===== src/rtl/imm_ext_arbiter.sv =====
// Two-requester immediate extension unit: round-robin grant, one-cycle
// registered result with ack pulse back to the winning requester.
module imm_ext_arbiter (
  input  logic        clk,
  input  logic        rst_n,
  input  logic        hold,
  input  logic        req0,
  input  logic [7:0]  imm0,
  input  logic [1:0]  mode0,
  input  logic        req1,
  input  logic [7:0]  imm1,
  input  logic [1:0]  mode1,
  output logic        ack0,
  output logic        ack1,
  output logic [15:0] r,
  output logic        r_valid,
  output logic        r_id
);

  localparam logic [1:0] MODE_SEXT  = 2'b00;
  localparam logic [1:0] MODE_ZEXT  = 2'b01;
  localparam logic [1:0] MODE_BOFF  = 2'b10;
  localparam logic [1:0] MODE_UPPER = 2'b11;

  function automatic logic [15:0] ext_imm(input logic [7:0] imm, input logic [1:0] mode);
    logic signed [7:0]  simm;
    logic signed [15:0] sx;
    logic [15:0]        res;
    simm = imm;
    sx   = simm;
    res  = 16'h0000;
    case (mode)
      MODE_SEXT:  res = sx;
      MODE_ZEXT:  res = {8'h00, imm};
      MODE_BOFF:  res = sx <<< 1;
      MODE_UPPER: res = {imm, 8'h00};
      default:    res = 16'h0000;
    endcase
    return res;
  endfunction

  // ptr = 1 means requester 1 wins a tie
  logic        ptr;
  logic        elig0_p0, elig1_p0;
  logic        grant0_p0, grant1_p0;
  logic [15:0] ext_p0;

  // Stage p0: eligibility masks the requester acked this cycle, then arbitrate
  always_comb begin
    elig0_p0  = req0 & ~ack0;
    elig1_p0  = req1 & ~ack1;
    grant0_p0 = elig0_p0 & (~elig1_p0 | ~ptr);
    grant1_p0 = elig1_p0 & (~elig0_p0 | ptr);
    ext_p0    = grant1_p0 ? ext_imm(imm1, mode1) : ext_imm(imm0, mode0);
  end

  // Stage p1: registered result, owner and ack pulse
  always_ff @(posedge clk or negedge rst_n) begin
    if (!rst_n) begin
      r       <= 16'h0000;
      r_valid <= 1'b0;
      r_id    <= 1'b0;
      ack0    <= 1'b0;
      ack1    <= 1'b0;
      ptr     <= 1'b0;
    end else if (hold) begin
      ack0 <= 1'b0;
      ack1 <= 1'b0;
    end else if (grant0_p0 || grant1_p0) begin
      r       <= ext_p0;
      r_valid <= 1'b1;
      r_id    <= grant1_p0;
      ack0    <= grant0_p0;
      ack1    <= grant1_p0;
      ptr     <= grant0_p0;
    end else begin
      r_valid <= 1'b0;
      ack0    <= 1'b0;
      ack1    <= 1'b0;
    end
  end

endmodule


===== config.mk =====
export PLATFORM = sky130hd
export DESIGN_NAME = imm_ext_arbiter
export DESIGN_NICKNAME = d
export VERILOG_FILES = /design/src/rtl/imm_ext_arbiter.sv
export SDC_FILE = /design/constraint.sdc
export NUM_CORES = 1
export LEC_CHECK = 0
export ABC_AREA = 1
export CORE_MARGIN = 2
export CORE_UTILIZATION = 30
export CTS_CLUSTER_SIZE = 25
export DETAILED_ROUTE_END_ITERATION = 10
export SLEW_MARGIN = 10
export SYNTH_ARGS = -nofsm -noshare
export SYNTH_HDL_FRONTEND = slang
export SYNTH_SLANG_ARGS = --single-unit

===== constraint.sdc =====
create_clock -name clk -period 1.04 [get_ports clk]
set_input_delay 0.208 -clock clk [delete_from_list [all_inputs] [get_ports clk]]
set_output_delay 0.208 -clock clk [all_outputs]
set_load 0.1 [all_outputs]

==> results of run 1 <==
synth_stat cells:
| library cell | count |
|---|---|
| a21boi_0 | 2 |
| nand3_1 | 30 |
| buf_6 | 4 |
| clkbuf_2 | 1 |
| dfrtp_1 | 21 |
| nor2_4 | 1 |
| nand2_1 | 146 |
| nand2_4 | 1 |
| nand2_2 | 2 |
| nand3b_1 | 1 |
| nand3_2 | 2 |
| o21ai_0 | 2 |
| inv_2 | 3 |
| inv_1 | 10 |
| buf_2 | 3 |
| nor2_1 | 2 |
| buf_4 | 1 |
state kept, by name (all words and copies together) (netlist names):
name	cells
r	16
r_id	1
r_valid	1
ack1	1
ack0	1
ptr	1
worst min-delay path by stage:
stage	slack (ns)	cells after the start	startpoint	endpoint
final	0.28	2	rst_n	r[15]
after global routing	0.29	2	rst_n	r[15]
after CTS	0.29	2	rst_n	r[15]
after detailed placement	0.51	2	r[8]	r[8]
after global placement	0.51	2	r[9]	r[9]
after floorplan	-0.09	0	rst_n	ptr
power breakdown:
| group | internal, mW | total [mW] | switching [mW] |
|---|---|---|---|
| clock network | 0.268 | 0.556 | 0.288 |
| logic | 0.997 | 2.68 | 1.68 |
| registers | 1.00 | 1.18 | 0.175 |
| total | 2.27 | 4.42 | 2.15 |
cell families (layout without fill, tap and decap cells):
group,Yosys count,in the layout,synth area share [%]
and+or+nand+nor,185,188,53.3
AOI/OAI and AO/OA,4,4,1.74
DFF,21,21,36.5
buffers and inverters,22,87,8.43
area by class of cell:
class | count | area share (%)
timing repair buffer | 70 | 35.2
clock buffer | 3 | 1.63
inverter | 13 | 2.13
tap | 54 | 2.67
clock inverter | 1 | 0.198
multi-input combinational | 192 | 36.2
sequential | 21 | 22.0
per-layer routing:
metal / vias up / share of wire [%] / track usage (%)
met4: 0 / 1.1 / 2.47
met1: 785 / 45 / 24.3
met5: - / 0 / 0
met3: 6 / 6.0 / 3.02
met2: 57 / 48 / 29.0
li1: 856 / - / -
what timing repair did:
item,4_1_cts,5_1_grt
cloned,3,0
endpoints found under the setup margin,40,40
pin swaps,3,3
setup buffers,1,4
resized for setup,15,9
endpoints found under the hold margin,0,0
stage by stage:
stage	cell area, sq um	util, %	setup WS, ns	cells	hold slack [ns]
after global placement	2290	49.2	-0.491	342	0.507
after floorplan	1490	-	-0.317	232	-0.0876
after detailed placement	2290	49.2	-0.505	342	0.511
final	2530	54.2	-0.236	354	0.282
after CTS	2460	52.7	-0.237	350	0.289
after global routing	2530	54.2	-0.300	354	0.292
==> impl_metrics.tcl, run 1 <==
set metrics [dict create \
    clkLatencyLatePin_ns 0.27 \
    rows 25 \
    postCtsHoldBufs 0 \
    synthesis.nets 257 \
    grt_first_pass_wirelength_um 7320 \
    detail-route-antenna-nets 0 \
    wl_per_cell_um 12.4 \
    design.die.area_sq_um 5370 \
    ys_ff_latch 21 \
    synth_top_area_share_pct 38.1 \
    worstSetupPathDepth 2 \
    wl_um 4400 \
    grt_max_degree 22 \
    fin_crit_sh_pct 123 \
    io_buffer_count 44 \
    synthesis.area_sq_um 1440 \
    critPathLaunchType "register" \
    antennaDiodeCount 0 \
    setup_ws_ns -0.236 \
    h-tree-depth 1 \
    postSynthAreaPerCell_sq_um 6.21 \
    final_common_cell "nand2_1" \
    drtIter0Drc 99 \
    crit_type "reg -> out" \
    grt_pass1_vias 1577 \
    via_count 1704 \
    seq_area_frac_synth_pct 36.5 \
    die_x_um 73.3 \
    critPathArrivalTime_ns 1.07 \
    yosys_warnings 0 \
    max-cap-violations 0 \
    cts-root-buf "clkbuf_8" \
    hp-class "in -> async" \
    hold_viol 0 \
    io_pins 45 \
    power_mw 4.42 \
    slew_headroom_pct 83.9 \
    cts_sinks 21 \
    drv_slew 0 \
    ir_worst_vdd_mv 0.807 \
    r2r_end "r[6]" \
    status "complete, but fails checks" \
    cp-startpoint "ack1" \
    routabilityCongestion 0.863 \
    end_kind "output port" \
    viasPerCell 4.81 \
    cp.required_ns 0.83 \
    fin_crit_ns 1.28 \
    timing.reg2reg.setup_slack_ns -0.24 \
    crit_family "flip-flops" \
    regArea_sq_um 556 \
    critPathBufInv 2 \
    cts_tree "built" \
    final_net_count 326 \
    reg2reg_depth 7 \
    area_growth_pct 75.4 \
    core_area_sq_um 4660 \
    leakagePower_nw 1.32 \
    skew_ns 0.00587 \
    reg2reg_from "ack1" \
    synthTopCellsByArea "nand2_1 (38%), dfrtp_1 (36%), nand3_1 (10%)" \
    die_height_um 73.3 \
    path_max_fanout 3 \
    drive_above_1_share_pct 32.0 \
    hpwl_um 3080 \
    multi_input_area_sq_um 915 \
    clockBufferDepth 2 \
    critical-path-max-stage-delay_ns 0.51 \
    tns_ns -5.05 \
    fillers 445 \
    worst_slew_pin_slew_ns 0.240 \
    drt_pass1_iterations 4 \
    cp_slowest_cell "dfrtp_4" \
    finalSetupViolations 41 \
    grt_antenna_before_repair 0 \
    ys_types 17 \
    violations "setup timing" \
    endpoint "ack1" \
    clkTransAtPathRegs_ns 0.08 \
    yosysTopAreaCell "nand2_1" \
    power.density_nw_per_um2 1750 \
    initial_utilization_pct 30.9 \
    rsz0062_at_grt "yes" \
    drc 0 \
    syn_inst 232 \
    fmaxAchievable_mhz 784 \
    cts-buffers-inserted 3 \
    mostFrequentLayoutCells "nand2_1 (140), nand3_1 (28), clkdlybuf4s50_1 (24), buf_12 (23), buf_4 (19)" \
    track_usage_pct 17.5 \
    grt_overflow 0 \
    path_cells "buf_6 -> buf_12" \
]
Power figures use the tool's default switching activity.
==> inputs of run 2 (changes only) <==
Settings changed: CAP_MARGIN set to 15.
==> results of run 2 <==
Same layout as run 1: the final DEF is identical, and so are final timing and power.
